`src/rtl/lc3b_types.sv`:
```
// Shared LC-3b execute-stage types: ALU op encoding plus the multiply/divide FSM states.
package lc3b_types;

  typedef enum logic [3:0] {
    alu_add, alu_and, alu_not, alu_pass, alu_sll, alu_srl, alu_sra, alu_mult, alu_div
  } lc3b_aluop;

  typedef enum logic [1:0] {IDLE, BUSY, FIX, DONE} lc3b_muldiv_state;

  localparam int MULDIV_ITER = 16;

endpackage

```
`src/rtl/lc3b_muldiv_unit_step.sv`:
```
// One iteration of unsigned shift-add multiply or restoring divide on operand magnitudes.
module muldiv_step
  import lc3b_types::*;
#(
  parameter int WIDTH = MULDIV_ITER,
  parameter int CW    = $clog2(WIDTH)
) (
  input  logic             op_div_i,
  input  logic [WIDTH-1:0] acc_i,
  input  logic [WIDTH-1:0] rem_i,
  input  logic [WIDTH-1:0] a_i,
  input  logic [WIDTH-1:0] b_i,
  input  logic [CW-1:0]    count_i,
  output logic [WIDTH-1:0] acc_o,
  output logic [WIDTH-1:0] rem_o
);

  localparam logic [CW-1:0] MSB = CW'(WIDTH - 1);

  logic [CW-1:0]    msb_idx;
  logic [WIDTH-1:0] shifted;

  // Divide walks the dividend MSB first, so count 0 pulls in bit WIDTH-1.
  assign msb_idx = MSB - count_i;
  assign shifted = {rem_i[WIDTH-2:0], a_i[msb_idx]};

  always_comb begin
    acc_o = acc_i;
    rem_o = rem_i;
    if (op_div_i) begin
      if (shifted >= b_i) begin
        rem_o = shifted - b_i;
        acc_o = {acc_i[WIDTH-2:0], 1'b1};
      end else begin
        rem_o = shifted;
        acc_o = {acc_i[WIDTH-2:0], 1'b0};
      end
    end else if (b_i[count_i]) begin
      acc_o = acc_i + (a_i << count_i);
    end
  end

endmodule

```
`src/rtl/lc3b_muldiv_unit.sv`:
```
// Iterative signed multiply/divide behind LC-3b execute; stalls EX for 18 cycles, then holds the result until flow.
module lc3b_muldiv_unit
  import lc3b_types::*;
#(
  parameter int WIDTH = MULDIV_ITER
) (
  input  logic             clk,
  input  logic             reset,
  input  logic [WIDTH-1:0] sr1,
  input  logic [WIDTH-1:0] sr2,
  input  lc3b_aluop        aluop,
  input  logic             flow,
  output logic [WIDTH-1:0] solution,
  output logic             stall_X
);

  localparam int            CW   = $clog2(WIDTH);
  localparam logic [CW-1:0] LAST = CW'(WIDTH - 1);

  lc3b_muldiv_state state_q, state_d;
  logic [CW-1:0]    count_q, count_d;
  logic [WIDTH-1:0] a_q, a_d, b_q, b_d, acc_q, acc_d, rem_q, rem_d, sol_q, sol_d;
  logic             sign_q, sign_d, div_q, div_d, dz_q, dz_d;
  logic             is_md;
  logic [WIDTH-1:0] step_acc, step_rem, fixed;

  assign is_md    = (aluop == alu_mult) || (aluop == alu_div);
  assign stall_X  = is_md && (state_q != DONE);
  assign solution = sol_q;
  assign fixed    = sign_q ? -acc_q : acc_q;

  muldiv_step #(.WIDTH(WIDTH), .CW(CW)) u_step (
    .op_div_i (div_q),
    .acc_i    (acc_q),
    .rem_i    (rem_q),
    .a_i      (a_q),
    .b_i      (b_q),
    .count_i  (count_q),
    .acc_o    (step_acc),
    .rem_o    (step_rem)
  );

  always_comb begin
    state_d = state_q;
    count_d = count_q;
    a_d     = a_q;
    b_d     = b_q;
    acc_d   = acc_q;
    rem_d   = rem_q;
    sol_d   = sol_q;
    sign_d  = sign_q;
    div_d   = div_q;
    dz_d    = dz_q;
    unique case (state_q)
      IDLE: if (is_md) begin
        // Two's-complement negate of 0x8000 yields 0x8000, which is the correct unsigned magnitude.
        a_d     = sr1[WIDTH-1] ? -sr1 : sr1;
        b_d     = sr2[WIDTH-1] ? -sr2 : sr2;
        sign_d  = sr1[WIDTH-1] ^ sr2[WIDTH-1];
        div_d   = (aluop == alu_div);
        dz_d    = (sr2 == '0);
        acc_d   = '0;
        rem_d   = '0;
        count_d = '0;
        state_d = BUSY;
      end
      BUSY: begin
        if (!is_md) begin
          state_d = IDLE;
        end else begin
          acc_d   = step_acc;
          rem_d   = step_rem;
          count_d = count_q + 1'b1;
          if (count_q == LAST) state_d = FIX;
        end
      end
      FIX: begin
        state_d = IDLE;
        if (is_md) begin
          sol_d   = dz_q ? '0 : fixed;
          state_d = DONE;
        end
      end
      DONE: if (flow) state_d = IDLE;
      default: state_d = IDLE;
    endcase
  end

  always_ff @(posedge clk or posedge reset) begin
    if (reset) begin
      state_q <= IDLE;
      count_q <= '0;
      a_q     <= '0;
      b_q     <= '0;
      acc_q   <= '0;
      rem_q   <= '0;
      sol_q   <= '0;
      sign_q  <= 1'b0;
      div_q   <= 1'b0;
      dz_q    <= 1'b0;
    end else begin
      state_q <= state_d;
      count_q <= count_d;
      a_q     <= a_d;
      b_q     <= b_d;
      acc_q   <= acc_d;
      rem_q   <= rem_d;
      sol_q   <= sol_d;
      sign_q  <= sign_d;
      div_q   <= div_d;
      dz_q    <= dz_d;
    end
  end

endmodule

```
`config.mk`:
```
export PLATFORM = sky130hd
export DESIGN_NAME = lc3b_muldiv_unit
export DESIGN_NICKNAME = d
export VERILOG_FILES = /design/src/rtl/lc3b_types.sv /design/src/rtl/lc3b_muldiv_unit_step.sv /design/src/rtl/lc3b_muldiv_unit.sv
export SDC_FILE = /design/constraint.sdc
export NUM_CORES = 1
export LEC_CHECK = 0
export CORE_ASPECT_RATIO = 0.6
export CORE_UTILIZATION = 55
export CTS_BUF_LIST = sky130_fd_sc_hd__clkbuf_4
export DETAILED_ROUTE_END_ITERATION = 7
export GPL_TIMING_DRIVEN = 1
export HOLD_SLACK_MARGIN = 0.02
export PLACE_DENSITY = 0.87
export SLEW_MARGIN = 5
export SYNTH_ARGS = -nofsm -noshare
export SYNTH_HDL_FRONTEND = slang
export SYNTH_SLANG_ARGS = --single-unit
```
`constraint.sdc`:
```
create_clock -name clk -period 3.5 [get_ports clk]
set_input_delay 0.35 -clock clk [delete_from_list [all_inputs] [get_ports clk]]
set_output_delay 0.35 -clock clk [all_outputs]
set_load 0.03 [all_outputs]
```
==> results of run 1 <==
area by class of cell:
class	instances	area (µm²)	area share [%]
timing repair buffer	89	882	11.2
inverter	37	140	1.77
clock buffer	10	75.1	0.949
tap	160	200	2.53
clock inverter	5	106	1.34
sequential	88	2200	27.9
multi-input combinational	625	4300	54.4
how the worst max path moves through the flow:
stage | startpoint | end | slack, ns | cells after the start
finish | count_q[0] | rem_q[1] | -0.05 | 13
global route | count_q[0] | rem_q[9] | -0.13 | 14
CTS | count_q[0] | rem_q[0] | -0.006 | 14
detailed placement | count_q[0] | rem_q[14] | -0.1 | 13
global placement | count_q[0] | rem_q[0] | 0.06 | 14
floorplan | count_q[0] | rem_q[14] | 0.009 | 15
metrics by stage:
stage          TNS (ns)  power [mW]
6_report         -0.253        3.28
5_1_grt           -1.71        3.47
4_1_cts         -0.0109        3.22
3_5_place_dp     -0.648        2.45
3_3_place_gp          0        2.41
2_1_floorplan         0        2.11
routing by layer:
metal	track usage, %	vias up
li1	-	2962
met1	41.6	2881
met2	39.3	272
met3	8.39	28
met4	6.77	0
met5	0	-
repair_timing:
action / in CTS / in global routing
setup endpoints to repair: 15 / 18
gates resized for setup: 8 / 11
cloned: 1 / 2
pin swaps: 4 / 0
setup buffers: 2 / 7
power groups by stage:
stage          Combinational, mW  Sequential, mW  Clock [mW]
2_1_floorplan              0.918            1.19           0
3_3_place_gp                1.16            1.25           0
3_5_place_dp                1.20            1.26           0
4_1_cts                     1.23            1.24       0.746
5_1_grt                     1.42            1.26       0.789
6_report                    1.29            1.25       0.741
layout by cell type (no fill, tap or decap), types with 4 or more instances in the layout:
cell type | synthesis | routed
nand2_1 | 121 | 121
o21ai_0 | 109 | 104
dfrtp_1 | 88 | 86
clkdlybuf4s50_1 | 0 | 55
xor2_1 | 40 | 40
nor2_1 | 37 | 37
inv_1 | 35 | 34
ha_1 | 35 | 34
a21oi_1 | 33 | 33
mux2i_1 | 31 | 28
buf_4 | 1 | 28
o31ai_1 | 22 | 22
xnor2_1 | 21 | 21
nor3_1 | 12 | 12
nand3_1 | 12 | 12
or3_1 | 12 | 12
mux4_2 | 11 | 11
nor2b_1 | 12 | 11
a22o_1 | 10 | 10
clkbuf_4 | 0 | 10
o21a_1 | 8 | 8
a211oi_1 | 8 | 8
or2_2 | 6 | 6
o21ai_1 | 2 | 6
a21o_1 | 5 | 5
o41ai_1 | 5 | 5
nand2b_1 | 5 | 5
o31a_1 | 4 | 4
o22ai_1 | 4 | 4
cells by family (layout without fill, tap and decap cells):
kind of cell / after synthesis / after routing / synth area share (%)
xor+xnor: 61 / 61 / 7.92
compound gates: 238 / 238 / 22.1
fa+ha+maj: 37 / 37 / 7.09
flops: 88 / 88 / 32.6
buf+inv: 72 / 141 / 4.56
simple gates: 244 / 244 / 16.9
mux: 45 / 45 / 8.77
critical path, cell delays in order, from the launching register on:
cell	delay (ns)
dfrtp_2	0.45
buf_12	0.15
mux2i_2	0.16
mux4_2	0.51
mux2_4	0.32
ha_4	0.23
nand4_1	0.06
nor3_1	0.05
a21oi_1	0.22
nor3b_1	0.55
a21oi_4	0.18
buf_4	0.18
buf_6	0.12
a221o_1	0.29
flip-flops by register name (all words and copies together) (netlist names), 2 cells and up:
register  count
a_q          16
acc_q        16
b_q          16
count_q       4
rem_q        15
solution     16
state_q       2
==> flow_metrics.env, run 1 <==
export IMPL_synth_edff_count=0
export IMPL_vias_per_cell=6.06
export IMPL_placed_cells=987
export IMPL_finalNonFillerCells=1014
export IMPL_power_density_nw_per_um2=415
export IMPL_grt_overflow_total=0
export IMPL_crit_required_ns=3.87
export IMPL_rows=30
export IMPL_finalCriticalPeriod_ns=3.55
export IMPL_outcome="finished with violations"
export IMPL_crit_fanout=11
export IMPL_fin_worst_skew_ns=0.0294
export IMPL_cp_arrival_ns=3.92
export IMPL_synth_top_cell_by_area="dfrtp_1"
export IMPL_grt_max_degree=53
export IMPL_p_int_mw=2.06
export IMPL_met2_length_um=6860
export IMPL_die_area_um2=12700
export IMPL_final_util_pct=68.2
export IMPL_met3_length_um=1630
export IMPL_cts_buffers=9
export IMPL_p_leak_nw=3.36
export IMPL_synthArstFlopShare_pct=100
export IMPL_synthesis_nets=861
export IMPL_num_antenna_cells=0
export IMPL_clockPowerShare_pct=22.6
export IMPL_r2r_cells=13
export IMPL_max_freq_mhz=281
export IMPL_synth_area_um2=6750
export IMPL_yosysUniqueCellTypes=69
export IMPL_crit_path_end_kind="flip-flop"
export IMPL_n_fill_cell=919
export IMPL_crit_type="flip-flop to flip-flop"
export IMPL_drt_met1_wl_um=8600
export IMPL_setup_worst_path_start_class="flip-flop"
export IMPL_synth_warnings=0
export IMPL_die_x_um=145
export IMPL_drt_initial_drc_count=580
export IMPL_start_util_pct=58.2
export IMPL_drc=0
export IMPL_synth_top_area_share_pct=32.6
export IMPL_timing_final_crit_share_pct=102
export IMPL_topRoutingLayerUsed="met4"
export IMPL_vias=6143
export IMPL_pwr_share_comb_pct=39.5
export IMPL_wirelength_um=17300
export IMPL_antenna_found_initial=0
export IMPL_clk_latency_ns=0.48
export IMPL_die_height_um=87.8
export IMPL_cts_max_path_buffers=2
export IMPL_tritoncts="yes"
export IMPL_fin_ws_ns=-0.0548
export IMPL_ant_nets=0
export IMPL_dr_pass1_iters=5
export IMPL_grt_pass1_vias=5575
export IMPL_drive_gt1_share_pct=11.1
export IMPL_worst_hold_slack_ns=0.326
export IMPL_worstMarginPinSlew_ns=0.896
export IMPL_violations="setup timing"
export IMPL_rrSetupSlack_ns=-0.05
export IMPL_setup_viol=12
export IMPL_synthTopCellsByCount="121 x nand2_1, 109 x o21ai_0, 88 x dfrtp_1, 40 x xor2_1, 37 x nor2_1"
export IMPL_nets=926
export IMPL_hold_viol=0
export IMPL_timing_rr_start="count_q[0]"
export IMPL_vdd_ir_drop_max_mv=0.223
export IMPL_final_area_um2=7910
export IMPL_cts_sinks=88
export IMPL_place_area_um2=7540
export IMPL_coreArea_um2=11600
export IMPL_grt_setup_unrepaired="yes"
export IMPL_gr_usage_all_layers_pct=27.9
export IMPL_synth_area_leaders="dfrtp_1 33%, o21ai_0 8.1%, nand2_1 6.7%"
export IMPL_r2r_end="rem_q[1]"
export IMPL_slew_headroom_pct=40.3
export IMPL_place_congestion=0.999
export IMPL_root_buffer="clkbuf_4"
export IMPL_switching_share_pct=37.1
export IMPL_hpwlAfterDp_um=12900
export IMPL_syn_mean_instance_area_um2=8.59
export IMPL_hold_class="input port to asynchronous set/reset pin"
export IMPL_area_growth_syn_to_layout_pct=17.3
export IMPL_ys_flop_type="dfrtp_1"
export IMPL_synth_most_common_cell="nand2_1"
export IMPL_slew_violations=0
export IMPL_detail_route_wl_per_cell_um=17.1
export IMPL_htreeDepth=3
export IMPL_synth_seq_cells=88
export IMPL_synth_seq_area_share_pct=32.6
export IMPL_hold_buffers=0
export IMPL_drv_cap=0
export IMPL_grt_pass1_wl_um=28100
export IMPL_preCtsSetupSlack_ns=-0.0961
export IMPL_path_clk_slew_ns=0.15
export IMPL_seqPwrFrac_pct=38.0
export IMPL_io_pins=56
export IMPL_portBuffers=55
export IMPL_power_switching_mw=1.22
export IMPL_synthCells=785
Note: power is estimated with default switching activity, not from simulation.
==> run 2: changes to the inputs <==
- CORE_UTILIZATION: 55 -> 49
- PLACE_DENSITY: 0.87 -> 0.8
- SKIP_LAST_GASP: unset -> 1
==> flow_metrics.env, run 2 (synthesis gave the netlist of run 1 again) <==
export IMPL_drive_gt1_share_pct=11.1
export IMPL_p_leak_nw=3.34
export IMPL_preCtsSetupSlack_ns=-0.0492
export IMPL_tritoncts="yes"
export IMPL_antenna_found_initial=1
export IMPL_hold_viol=0
export IMPL_rows=32
export IMPL_ant_nets=0
export IMPL_slew_headroom_pct=40.3
export IMPL_cts_buffers=9
export IMPL_cts_sinks=88
export IMPL_path_cells="buf_12, mux2i_4, mux4_2, mux2_4, ha_4, fa_2, nor2b_2, o31a_1, o21a_1, o21ai_2, a21oi_4, clkbuf_16, nor3_4, a221o_1"
export IMPL_power_density_nw_per_um2=392
export IMPL_place_area_um2=7560
export IMPL_crit_required_ns=3.87
export IMPL_worstMarginPinSlew_ns=0.895
export IMPL_n_fill_cell=1158
export IMPL_fin_ws_ns=-0.156
export IMPL_crit_path_end_kind="flip-flop"
export IMPL_setup_viol=16
export IMPL_cts_max_path_buffers=2
export IMPL_drc=0
export IMPL_die_height_um=92.9
export IMPL_timing_final_crit_share_pct=104
export IMPL_finalCriticalPeriod_ns=3.66
export IMPL_final_area_um2=7900
export IMPL_hold_class="input port to asynchronous set/reset pin"
export IMPL_grt_max_degree=89
export IMPL_io_pins=56
export IMPL_fin_worst_skew_ns=0.0207
export IMPL_final_cell_mix="121 x nand2_1, 104 x o21ai_0, 86 x dfrtp_1, 55 x clkdlybuf4s50_1, 40 x xor2_1"
export IMPL_drt_initial_drc_count=615
export IMPL_coreArea_um2=13100
export IMPL_layout_commonest_cell="nand2_1"
export IMPL_tns_ns=-1.91
export IMPL_vias=6059
export IMPL_clk_latency_ns=0.48
export IMPL_crit_fanout=6
export IMPL_violations="setup timing"
export IMPL_grt_overflow_total=0
export IMPL_place_congestion=0.966
export IMPL_cp_arrival_ns=4.03
export IMPL_gr_usage_all_layers_pct=24.6
export IMPL_dr_pass1_iters=5
export IMPL_max_freq_mhz=274
export IMPL_drv_cap=0
export IMPL_htreeDepth=3
export IMPL_vias_per_cell=5.92
export IMPL_nets=924
export IMPL_outcome="finished with violations"
export IMPL_wirelength_um=17300
export IMPL_vdd_ir_drop_max_mv=0.176
export IMPL_portBuffers=55
export IMPL_setup_worst_path_start_class="flip-flop"
export IMPL_die_x_um=153
export IMPL_crit_path_max_incr_delay_ns=0.48
export IMPL_path_clk_slew_ns=0.16
export IMPL_die_area_um2=14300
export IMPL_detail_route_wl_per_cell_um=16.9
export IMPL_rrSetupSlack_ns=-0.16
export IMPL_p_total_mw=3.10
export IMPL_root_buffer="clkbuf_4"
export IMPL_slew_violations=0
export IMPL_grt_pass1_wl_um=27500
export IMPL_start_util_pct=51.4
export IMPL_grt_setup_unrepaired="yes"
export IMPL_crit_type="flip-flop to flip-flop"
export IMPL_area_growth_syn_to_layout_pct=17.1
export IMPL_hpwlAfterDp_um=12700
export IMPL_grt_pass1_vias=5258
export IMPL_critPathSlowestCell="mux4_2"
export IMPL_hold_buffers=0
==> run 2: cell types whose count changed in the layout (fill, tap and decap cells not counted), sizes merged <==
cell	previous run	this run
clkbuf	12	13
clkinv	2	4
bufinv	3	0
diode	0	1
buf	32	28
inv	36	39
==> run 2: stage by stage <==
stage / hold WS [ns] / instances / util [%]
2_1_floorplan: 0.449 / 785 / -
3_3_place_gp: 0.463 / 997 / 57.5
3_5_place_dp: 0.470 / 997 / 57.5
4_1_cts: 0.304 / 1015 / 58.9
5_1_grt: 0.310 / 1024 / 60.2
6_report: 0.281 / 1024 / 60.2
==> run 2: final timing paths <==
path                                endpoint          from  depth (start not counted)
worst max-delay path                rem_q[0]    count_q[0]                         14
worst min-delay path               acc_q[10]         reset                          3
worst max register to register      rem_q[0]    count_q[0]                         14
worst min register to register  solution[10]  solution[10]                          2
max in group asynchronous         count_q[0]         reset                          3
min in group clk                solution[10]  solution[10]                          2
==> run 2: critical path, delay by kind of cell, from the launching register on <==
family                   cells  cell delay, ns
AO/OA/AOI/OAI                5            1.04
multiplexers                 3            0.98
adder cells (fa/ha/maj)      2            0.54
flip-flops                   1            0.47
buffers and inverters        2            0.37
AND/OR/NAND/NOR              2            0.18
==> run 2: timing repair <==
action | 4_1_cts | 5_1_grt
gates cloned | 1 | 3
resized for setup | 7 | 17
hold endpoints to repair | 0 | 0
endpoints found under the setup margin | 5 | 19
pin swaps | 2 | 8
buffers inserted | 1 | 5
==> run 2: routing by layer <==
metal  wire [µm]  global-route usage, %
met1        8730                   38.1
met5           0                      0
met2        6830                   33.3
met3        1560                   6.83
met4         140                   4.58
==> run 2: cell type report <==
| class | instances | area (µm²) | area share [%] |
|---|---|---|---|
| Multi-Input combinational cell | 625 | 4320 | 54.7 |
| Sequential cell | 88 | 2200 | 27.9 |
| Timing Repair Buffer | 87 | 898 | 11.4 |
| Tap cell | 170 | 213 | 2.69 |
| Inverter | 37 | 143 | 1.81 |
| Clock buffer | 9 | 67.6 | 0.855 |
| Clock inverter | 7 | 53.8 | 0.681 |
| Antenna cell | 1 | 2.50 | 0.0317 |
==> run 2: where the power goes <==
part           switching (mW)  internal [mW]  leakage, nW
Combinational           0.710          0.582         2.09
Sequential              0.133           1.12         1.18
Clock                   0.403          0.154       0.0663
Total                    1.25           1.85         3.34
